File: src/rtl/fu_arith_pkg.sv
// Shared definitions for the pipelined A64 integer add/sub functional unit.
// Latency: n/a (types, constants and a pure decode function only).
// Backpressure: n/a.
package fu_arith_pkg;

    // Primary opcode byte inst[31:24]
    localparam logic [7:0] OPC_ADD_IMM  = 8'b10010001;
    localparam logic [7:0] OPC_ADDS_IMM = 8'b10110001;
    localparam logic [7:0] OPC_SUB_IMM  = 8'b11010001;
    localparam logic [7:0] OPC_SUBS_IMM = 8'b11110001;
    localparam logic [7:0] OPC_ADD_REG  = 8'b10001011;
    localparam logic [7:0] OPC_ADDS_REG = 8'b10101011;
    localparam logic [7:0] OPC_SUB_REG  = 8'b11001011;
    localparam logic [7:0] OPC_SUBS_REG = 8'b11101011;

    typedef enum logic [2:0] {ADD, ADDS, SUB, SUBS, INVALID} arith_op_e;

    // Bit positions of the flags inside result word [2]
    localparam int FLAG_N = 3;
    localparam int FLAG_Z = 2;
    localparam int FLAG_C = 1;
    localparam int FLAG_V = 0;

    function automatic arith_op_e decode_op(input logic [7:0] opc);
        case (opc)
            OPC_ADD_IMM,  OPC_ADD_REG:  decode_op = ADD;
            OPC_ADDS_IMM, OPC_ADDS_REG: decode_op = ADDS;
            OPC_SUB_IMM,  OPC_SUB_REG:  decode_op = SUB;
            OPC_SUBS_IMM, OPC_SUBS_REG: decode_op = SUBS;
            default:                    decode_op = INVALID;
        endcase
    endfunction

endpackage

File: src/rtl/fu_arith_stage.sv
// One pipeline slot: payload register plus valid bit with load/hold/clear.
// Latency: 1 cycle from d_* to q_* when load_en is high.
// Backpressure: holds contents while load_en is low; clr/rst empty the slot.
// Ports: clk, rst (sync, active high), clr (flush), load_en, d_vld/d_dat in,
//        q_vld/q_dat out.
module fu_arith_stage #(
    parameter int W = 8
) (
    input  logic         clk,
    input  logic         rst,
    input  logic         clr,
    input  logic         load_en,
    input  logic         d_vld,
    input  logic [W-1:0] d_dat,
    output logic         q_vld,
    output logic [W-1:0] q_dat
);

    always_ff @(posedge clk) begin
        if (rst || clr) begin
            q_vld <= 1'b0;
        end else if (load_en) begin
            q_vld <= d_vld;
        end
    end

    // Payload only changes when something real arrives; bubbles leave it untouched.
    always_ff @(posedge clk) begin
        if (load_en && d_vld) begin
            q_dat <= d_dat;
        end
    end

endmodule

File: src/rtl/fu_arith_pipe.sv
// Pipelined A64 64-bit ADD/ADDS/SUB/SUBS (CMP/CMN), imm and reg forms.
// Latency: STAGES cycles issue-to-output; compute in stage 0, rest are delay slots.
// Backpressure: valid/ready toward writeback; bubbles collapse, full pipe holds.
// Ports: clk, rst (sync active-high), flush; issue side inst_valid/fu_ready/inst/
//        inst_id/op/out_prn/out_prn_valid; result side fu_out_valid/fu_out_ready/
//        fu_out_inst_id/fu_out_prn/fu_out_prn_valid/fu_out_data/fu_out_data_valid.
// Build option: define FU_ARITH_SHIFT_EN to honour LSL/LSR/ASR on register forms;
//        without it, register forms with a nonzero shift amount are invalid.
module fu_arith_pipe
    import fu_arith_pkg::*;
#(
    parameter int XLEN   = 64,
    parameter int STAGES = 1,
    parameter int ID_W   = 6,
    parameter int PRN_W  = 7
) (
    input  logic                        clk,
    input  logic                        rst,
    input  logic                        flush,
    input  logic                        inst_valid,
    output logic                        fu_ready,
    input  logic [31:0]                 inst,
    input  logic [ID_W-1:0]             inst_id,
    input  logic [1:0][XLEN-1:0]        op,
    input  logic [2:0][PRN_W-1:0]       out_prn,
    input  logic [2:0]                  out_prn_valid,
    output logic                        fu_out_valid,
    input  logic                        fu_out_ready,
    output logic [ID_W-1:0]             fu_out_inst_id,
    output logic [2:0][PRN_W-1:0]       fu_out_prn,
    output logic [2:0]                  fu_out_prn_valid,
    output logic [2:0][XLEN-1:0]        fu_out_data,
    output logic [2:0]                  fu_out_data_valid
);

    typedef struct packed {
        logic [ID_W-1:0]       id;
        logic [2:0][PRN_W-1:0] prn;
        logic [2:0]            prn_valid;
        logic [2:0][XLEN-1:0]  data;
        logic [2:0]            data_valid;
    } payload_t;

    localparam int PW = $bits(payload_t);

    // ------------------------------------------------------------------
    // Stage 0 compute
    // ------------------------------------------------------------------
    arith_op_e       aop;
    logic            is_imm;
    logic            is_sub;
    logic            set_flags;
    logic            enc_ok;
    logic [5:0]      shamt;
    logic [XLEN-1:0] a;
    logic [XLEN-1:0] b;
    logic [XLEN-1:0] b_eff;
    logic [XLEN:0]   sum;
    logic [XLEN-1:0] s;
    logic [XLEN-1:0] flags;
    payload_t        p0;

    always_comb begin
        aop       = decode_op(inst[31:24]);
        is_imm    = inst[31:24] inside {OPC_ADD_IMM, OPC_ADDS_IMM, OPC_SUB_IMM, OPC_SUBS_IMM};
        is_sub    = (aop == SUB) || (aop == SUBS);
        set_flags = (aop == ADDS) || (aop == SUBS);
        enc_ok    = (aop != INVALID);
        shamt     = inst[15:10];
        a         = op[0];
        b         = op[1];

        if (is_imm) begin
            b = XLEN'(inst[21:10]);
            if (inst[22]) begin
                b = b << 12;
            end
        end else begin
            if (inst[21]) begin
                enc_ok = 1'b0;
            end
`ifdef FU_ARITH_SHIFT_EN
            case (inst[23:22])
                2'b00:   b = op[1] << shamt;
                2'b01:   b = op[1] >> shamt;
                2'b10:   b = $signed(op[1]) >>> shamt;
                default: enc_ok = 1'b0;
            endcase
`else
            if (shamt != 6'd0) begin
                enc_ok = 1'b0;
            end
`endif
        end

        // Subtract as a + ~b + 1 so the carry out is NOT borrow
        b_eff = is_sub ? ~b : b;
        sum   = {1'b0, a} + {1'b0, b_eff} + {{XLEN{1'b0}}, is_sub};
        s     = sum[XLEN-1:0];

        flags         = '0;
        flags[FLAG_N] = s[XLEN-1];
        flags[FLAG_Z] = (s == '0);
        flags[FLAG_C] = sum[XLEN];
        flags[FLAG_V] = (a[XLEN-1] == b_eff[XLEN-1]) && (s[XLEN-1] != a[XLEN-1]);

        p0                = '0;
        p0.id             = inst_id;
        p0.prn            = out_prn;
        p0.prn_valid      = out_prn_valid;
        p0.data[0]        = s;
        p0.data[2]        = flags;
        // Rd=31 on a flag-setting op is CMP/CMN: only the flags are written
        p0.data_valid[0]  = enc_ok && !(set_flags && (inst[4:0] == 5'b11111));
        p0.data_valid[2]  = enc_ok && set_flags;
    end

    // Rn field is implied by op[0]; shift type high bit only matters with shifts enabled
`ifdef FU_ARITH_SHIFT_EN
    logic unused_inst_bits;
    assign unused_inst_bits = ^inst[9:5];
`else
    logic unused_inst_bits;
    assign unused_inst_bits = ^{inst[23], inst[9:5]};
`endif

    // ------------------------------------------------------------------
    // Pipeline slots
    // ------------------------------------------------------------------
    logic [STAGES-1:0] stg_vld;
    logic [STAGES-1:0] stg_en;
    logic [PW-1:0]     stg_dat [STAGES];

    // A slot may load when it, or any slot downstream of it, has room,
    // or the output is being taken this cycle.
    always_comb begin
        stg_en = '0;
        for (int k = 0; k < STAGES; k++) begin
            stg_en[k] = fu_out_ready;
            for (int j = k; j < STAGES; j++) begin
                if (!stg_vld[j]) begin
                    stg_en[k] = 1'b1;
                end
            end
        end
    end

    for (genvar k = 0; k < STAGES; k++) begin : g_stage
        logic          d_vld;
        logic [PW-1:0] d_dat;

        if (k == 0) begin : g_head
            assign d_vld = inst_valid;
            assign d_dat = p0;
        end else begin : g_tail
            assign d_vld = stg_vld[k-1];
            assign d_dat = stg_dat[k-1];
        end

        fu_arith_stage #(
            .W(PW)
        ) u_stage (
            .clk    (clk),
            .rst    (rst),
            .clr    (flush),
            .load_en(stg_en[k]),
            .d_vld  (d_vld),
            .d_dat  (d_dat),
            .q_vld  (stg_vld[k]),
            .q_dat  (stg_dat[k])
        );
    end

    // ------------------------------------------------------------------
    // Outputs from the last slot
    // ------------------------------------------------------------------
    payload_t po;
    assign po = stg_dat[STAGES-1];

    assign fu_ready          = stg_en[0];
    assign fu_out_valid      = stg_vld[STAGES-1];
    assign fu_out_inst_id    = po.id;
    assign fu_out_prn        = po.prn;
    assign fu_out_data       = po.data;
    // Payload is not reset, so qualifiers are masked while the slot is empty
    assign fu_out_prn_valid  = fu_out_valid ? po.prn_valid  : 3'b000;
    assign fu_out_data_valid = fu_out_valid ? po.data_valid : 3'b000;

endmodule

File: config.mk
export PLATFORM = sky130hd
export DESIGN_NAME = fu_arith_pipe
export DESIGN_NICKNAME = d
export VERILOG_FILES = /design/src/rtl/fu_arith_pkg.sv /design/src/rtl/fu_arith_stage.sv /design/src/rtl/fu_arith_pipe.sv
export SDC_FILE = /design/constraint.sdc
export NUM_CORES = 1
export LEC_CHECK = 0
export BUFFER_PORTS_ARGS = -buffer_cell sky130_fd_sc_hd__buf_2
export CAP_MARGIN = 30
export CORE_AREA = 2 2 162 164
export CTS_CLUSTER_DIAMETER = 200
export CTS_CLUSTER_SIZE = 30
export DETAILED_ROUTE_END_ITERATION = 8
export DIE_AREA = 0 0 164 166
export HOLD_SLACK_MARGIN = 0.02
export PLACE_DENSITY = 0.67
export SYNTH_ARGS = -nofsm -noshare
export SYNTH_HDL_FRONTEND = slang
export SYNTH_SLANG_ARGS = --single-unit
File: constraint.sdc
create_clock -name clk -period 19.6 [get_ports clk]
set_clock_uncertainty 0.1 [all_clocks]
set_input_delay 2.94 -clock clk [delete_from_list [all_inputs] [get_ports clk]]
set_output_delay 2.94 -clock clk [all_outputs]
set_load 0.03 [all_outputs]
== Yosys cells after proc, flatten, opt, wreduce, memory -nomap -nowiden ==
Cells that the tools add are included.

* Output and inout port bits: 227
* Register bits: 101
* Input port bits: 195

* Bitwise logic cells: 1
* Reduce and logical (&&, ||, !) cells: 16
* Add/subtract/negate cells: 2
* Equal/unequal tests: 15
* Mux-type cells: 10

{| class="wikitable"
|+ Operators by type and width
! kind !! number
|-
| 64-bit two-way mux || 2
|-
| 64-bit by 64-bit adder with 65-bit output || 1
|-
| 65-bit by 1-bit adder with 65-bit output || 1
|-
| 8-bit == test, second input constant || 8
|-
| 64-bit logical NOT || 1
|-
| 64-bit inverter || 1
|-
| 24-bit two-way mux || 1
|-
| 3-bit case mux with 4 select lines || 1
|-
| 2-bit OR reduction || 4
|-
| 3-bit by 2-bit == test with 1-bit output, second input constant || 2
|-
| 3-bit two-way mux || 2
|-
| 6-bit nonzero test || 1
|-
| 5-bit == test, second input constant || 1
|-
| 1-bit logical AND || 5
|-
| 1-bit two-way mux || 4
|-
| 4-bit nonzero test || 1
|-
| 3-bit by 1-bit == test with 1-bit output, second input constant || 1
|-
| 1-bit logical OR || 3
|-
| 3-bit != test, second input constant || 1
|-
| 1-bit == test || 1
|-
| 1-bit logical NOT || 1
|-
| 1-bit != test || 1
|}

== Longest topological paths before layout ==
* Word-level depth: 10
* Mapped depth: 20
* Gate-level depth less buffers: 19

== Hierarchy ==
From an unflattened synthesis, not the netlist that was laid out.

* Cells, all modules: 1,116
* Area, all modules: 12,776.0 sq um

{| class="wikitable"
|+ By module, submodules not included
! module !! sequential area each (sq um) !! cells each !! area an instance (sq um) !! times used
|-
| fu_arith_stage || 6,776.5 || 229 || 6,804.0 || 1
|-
| fu_arith_pipe || 0.0 || 887 || 5,972.0 || 1
|}

== Least setup slack after synthesis ==
OpenSTA, ideal clock, no wires.

* Path type: input to register
* Start: input inst[25]
* End: register g_stage[0].u_stage.q_dat[133], data pin
* Arrival time: 7.915 ns
* Slack: 11.415 ns
* Setup time: 0.170 ns
* Stages: 20
* Required time: 19.330 ns
* Path through: or3b_1 -> o21a_1 -> nor2_1 -> nand2_1 -> clkbuf_1 -> xor2_1 -> ha_1 -> clkbuf_1 -> a21o_1 -> o21ba_2 -> o221ai_1 -> a211oi_1 -> o41a_1 -> o41a_1 -> o41ai_1 -> nor2b_1 -> xnor2_1 -> nor2_1 -> or4b_2 -> nor4_2

* Word-level cells in the longest chain between the ends: 9
* Elaborated cells between the ends (all ways): 23
* Those cells by class: add/sub (2); eq/ne (10); mux (3); bitwise (1); reduce/logical (7)

{| class="wikitable"
|+ Ends and longest elaborated chain
! item !! RTL line !! RTL
|-
| from (decl) || fu_arith_pipe.sv:22 || <nowiki>input logic [31:0] inst,</nowiki>
|-
| 8-bit == test, on equally long branches || fu_arith_pkg.sv:25, fu_arith_pipe.sv:65 ||
|-
| 2-bit OR reduction || fu_arith_pkg.sv:25 || <nowiki>case (opc)</nowiki>
|-
| 3-bit case mux with 4 select lines || fu_arith_pkg.sv:25 ||
|-
| 3-bit by 2-bit == test with 1-bit output || fu_arith_pipe.sv:66 || <nowiki>is_sub = (aop == SUB) || (aop == SUBS);</nowiki>
|-
| 1-bit logical OR || fu_arith_pipe.sv:66 ||
|-
| 64-bit two-way mux || fu_arith_pipe.sv:97 || <nowiki>b_eff = is_sub ? ~b : b;</nowiki>
|-
| 64-bit by 64-bit adder with 65-bit output || fu_arith_pipe.sv:98 || <nowiki>sum = {1'b0, a} + {1'b0, b_eff} + {{XLEN{1'b0}}, is_sub};</nowiki>
|-
| 65-bit by 1-bit adder with 65-bit output * || fu_arith_pipe.sv:98 ||
|-
| net g_stage[0].d_dat[52] || fu_arith_pipe.sv:150 || <nowiki>logic [PW-1:0] d_dat;</nowiki>
|-
| 64-bit logical NOT * || fu_arith_pipe.sv:103 || <nowiki>flags[FLAG_Z] = (s == '0);</nowiki>
|-
| net flags[2] || fu_arith_pipe.sv:60 || <nowiki>logic [XLEN-1:0] flags;</nowiki>
|-
| to (signal assigned) || fu_arith_stage.sv:30 || <nowiki>q_dat <= d_dat;</nowiki>
|-
| to (decl) || fu_arith_stage.sv:16 || <nowiki>output logic [W-1:0] q_dat</nowiki>
|}

The timed path passes the listed nets; every way through them passes the cells marked *.
A chain may end at the register's enable or synchronous reset.

== Worst setup path after layout ==
* Start: input inst[25]
* End: register g_stage[0].u_stage.q_dat[133], data pin

* Word-level cells in the longest chain between the ends: 9
* Elaborated cells between the ends (all ways): 23
* Those cells by class: add/sub (2); eq/ne (10); mux (3); bitwise (1); reduce/logical (7)

{| class="wikitable"
|+ Ends and longest elaborated chain
! item !! RTL line
|-
| 8-bit == test, on equally long branches || fu_arith_pkg.sv:25, fu_arith_pipe.sv:65
|-
| 2-bit OR reduction || fu_arith_pkg.sv:25
|-
| 3-bit case mux with 4 select lines || fu_arith_pkg.sv:25
|-
| 3-bit by 2-bit == test with 1-bit output || fu_arith_pipe.sv:66
|-
| 1-bit logical OR || fu_arith_pipe.sv:66
|-
| 64-bit two-way mux || fu_arith_pipe.sv:97
|-
| 64-bit by 64-bit adder with 65-bit output || fu_arith_pipe.sv:98
|-
| 65-bit by 1-bit adder with 65-bit output * || fu_arith_pipe.sv:98
|-
| net flags[3] || fu_arith_pipe.sv:60
|-
| 64-bit logical NOT * || fu_arith_pipe.sv:103
|-
| net flags[2] || fu_arith_pipe.sv:60
|}

Marks and branches as above.

==> impl_metrics.csv <==
group,metric,value,unit
place,dp_hpwl,23300,um
synthesis,postSynthAreaPerCell,8.94,um2
flow_run,maxCapViolCount,0,
synthesis,yosysWarnings,0,
detailed_routing,wl_per_cell,17.1,um
layout,nets,1539,
detailed_routing,routed_via_density,4.99,
sta,fmax,0.114,GHz
sta,hold_violations,0,
place,place.gp.congestion,0.960,
critical_path,crit_fanout,75,
layout,layout_commonest_cell,"buf_2",
critical_path,cp.arrival,8.87,ns
clocking,clockRootBuffer,"clkbuf_16",
critical_path,reg2reg_slack,17.40,ns
worst_hold_path,min_path_cells,2,
clocking,cts_setup_buffers,0,
layout,postLayoutCellArea,0.0108,mm2
global_route,grt_max_degree,76,
global_route,grt_pass1_vias,7462,
sta,rsz0062_at_grt,"false",
clocking,cts.sinks,100,
sta,post-route-period-util,0.449,
clocking,insertion_delay,0.34,ns
detailed_routing,firstDrtPassIters,5,
worst_hold_path,hp-start,"g_stage[0].u_stage.q_vld",
critical_path,path_cells,"buf_2, or3b_1, or2_2, buf_4, nor3b_1, a21oi_1, xor2_1, ha_1, a21o_1, nor3_1, o21ai_0, o211ai_1, a2111oi_1, buf_4, a211oi_2, o31a_1, o31ai_1, a21oi_1, xnor2_1, or4b_2, nor4_2",
synthesis,syn_inst,1105,
detailed_routing,drt_iter0_drc,589,
detailed_routing,drc,0,
synthesis,seq_area_frac_synth,0.303,
sta,tns,0,ns
floorplanning,start_util,0.385,
synthesis,ys_ff_latch,100,
place,placedInstanceArea,0.0105,mm2
critical_path,end_kind,"register",
worst_hold_path,holdPathEnd,"g_stage[0].u_stage.q_vld",
clocking,htreeDepth,3,
clocking,numCtsBuffers,9,
clocking,cts_tree,"built",
critical_path,slowest_stage,"or4b_2",
global_route,grt_pass1_wl,41600,um
critical_path,reg2regPathDepth,3,
clocking,postCtsResizedCells,0,
critical_path,cpPeakStageDelay,0.68,ns
critical_path,critical_path_class,"primary input to register",
critical_path,cp.buffers_inverters,3,
critical_path,cp_top_family,"compound AO/OA/AOI/OAI gates",
sta,finalSetupViolations,0,
global_route,antenna_found_initial,4,
synthesis,synth_edf_count,99,
layout,layout_common_cells,"290 x buf_2, 125 x conb_1, 99 x edfxtp_1",
sta,worstMarginPinSlew,1.09,ns
sta,max-slew-margin-rel,0.261,
floorplanning,die_w,164,um
synthesis,synth-main-ff-cell,"edfxtp_1",
floorplanning,ios,422,
power,powerDensity,73.9,mW/mm2
critical_path,cp-start-kind,"primary input",
detailed_routing,wirelength,27700,um
critical_path,r2r-start,"g_stage[0].u_stage.q_vld",
global_route,grt_use_total,0.196,
synthesis,synthArstFlopShare,0,
synthesis,ys_types,69,
layout,syn_to_final_growth,9.31,%
sta,holdWs,0.489,ns
layout,final.fill_count,2540,
sta,min_period,8.80,ns
place,numPortBuffers,290,
clocking,clk_pin_slew,0.07,ns
synthesis,syn_area,0.00987,mm2
floorplanning,core_area,0.0256,mm2
global_route,gr-total-overflow,0,
sta,finalMaxSlewViolations,0,
detailed_routing,ant_nets,0,
power,p_leak,4.92,nW
critical_path,critPathRequiredTime,19.67,ns
status,status,"complete, no violations",
power,ir_drop,39.2,uV
detailed_routing,num_vias,8080,
floorplanning,chipHeight,166,um
clocking,clock_path_buffers,2,
layout,final_layout_size_suffix_gt1_frac,0.254,
floorplanning,row_count,59,
floorplanning,die_area,0.0272,mm2
critical_path,reg2reg_to,"g_stage[0].u_stage.q_dat[36]",
worst_hold_path,hp-class,"register to register",
clocking,cts-hold-fix-buffers,0,
## state kept, by name, summed over array words and instances, names as in the netlist
register               flops
g_stage.u_stage.q_dat     99
g_stage.u_stage.q_vld      1
## synth_stat cells (all sizes together) (23+ instances only)
cell type,count,share of area
nand2,98,0.037
ha,69,0.087
a21oi,91,0.046
xor2,89,0.079
nor2,57,0.022
o21ai,43,0.022
xnor2,36,0.032
a21o,35,0.027
buf,221,0.17
clkbuf,39,0.015
nand4,23,0.015
edfxtp,99,0.30
## report_power, final
part | internal (mW) | switching, mW | total [mW] | leakage, nW
Combinational | 0.102 | 0.230 | 0.332 | 3.79
Sequential | 0.272 | 0.00583 | 0.277 | 0.973
Clock | 0.111 | 0.0764 | 0.188 | 0.155
## how the worst max path moves through the flow
stage	startpoint	endpoint	slack, ns	cells past startpoint
2_1_floorplan	inst[25]	g_stage[0].u_stage.q_dat[133]	11.42	20
3_3_place_gp	inst[25]	g_stage[0].u_stage.q_dat[133]	10.29	20
3_5_place_dp	inst[25]	g_stage[0].u_stage.q_dat[133]	10.50	21
4_1_cts	inst[25]	g_stage[0].u_stage.q_dat[133]	10.82	21
5_1_grt	inst[25]	g_stage[0].u_stage.q_dat[133]	10.43	20
6_report	inst[25]	g_stage[0].u_stage.q_dat[133]	10.80	21
## cells by family after synthesis
group	synth area share
fa+ha+maj	0.0895
compound gates	0.162
buf+inv	0.187
mux	0.00304
other cells	0.000380
xor+xnor	0.111
simple gates	0.144
flops	0.303
## metrics by stage
step	worst slack (ns)	utilization	total power, mW	instances
2_1_floorplan	11.42	-	0.566	1229
3_5_place_dp	10.50	0.409	0.612	1598
6_report	10.80	0.421	0.798	1618
5_1_grt	10.43	0.421	0.838	1616
3_3_place_gp	10.29	0.408	0.609	1597
4_1_cts	10.82	0.421	0.802	1614
## layout make-up
type / instances / area [um2] / share of cell area
multi-input combinational: 856 / 5510 / 0.510
timing repair buffer: 294 / 1500 / 0.139
clock inverter: 7 / 90.1 / 0.00835
tap: 335 / 419 / 0.0388
clock buffer: 9 / 225 / 0.0209
sequential: 100 / 2990 / 0.277
inverter: 13 / 48.8 / 0.00452
antenna: 4 / 10.0 / 0.000927
## per-layer routing
layer  global-route usage  share of wire  up-vias  wire [um]
met5                    0        0.00047        -         13
met4               0.0599          0.023        2        632
met3               0.0322          0.070       34       1960
met2                0.318           0.47      342      12900
met1                0.266           0.44     3754      12200
li1                     -              -     3948          -
## worst reg2reg max path, cell delays in order (launching register included)
cell      delay (ns)
dfxtp_1         0.35
nand2b_1        0.12
and2_4          0.40
buf_4           0.78
Power figures use the tool's default switching activity.
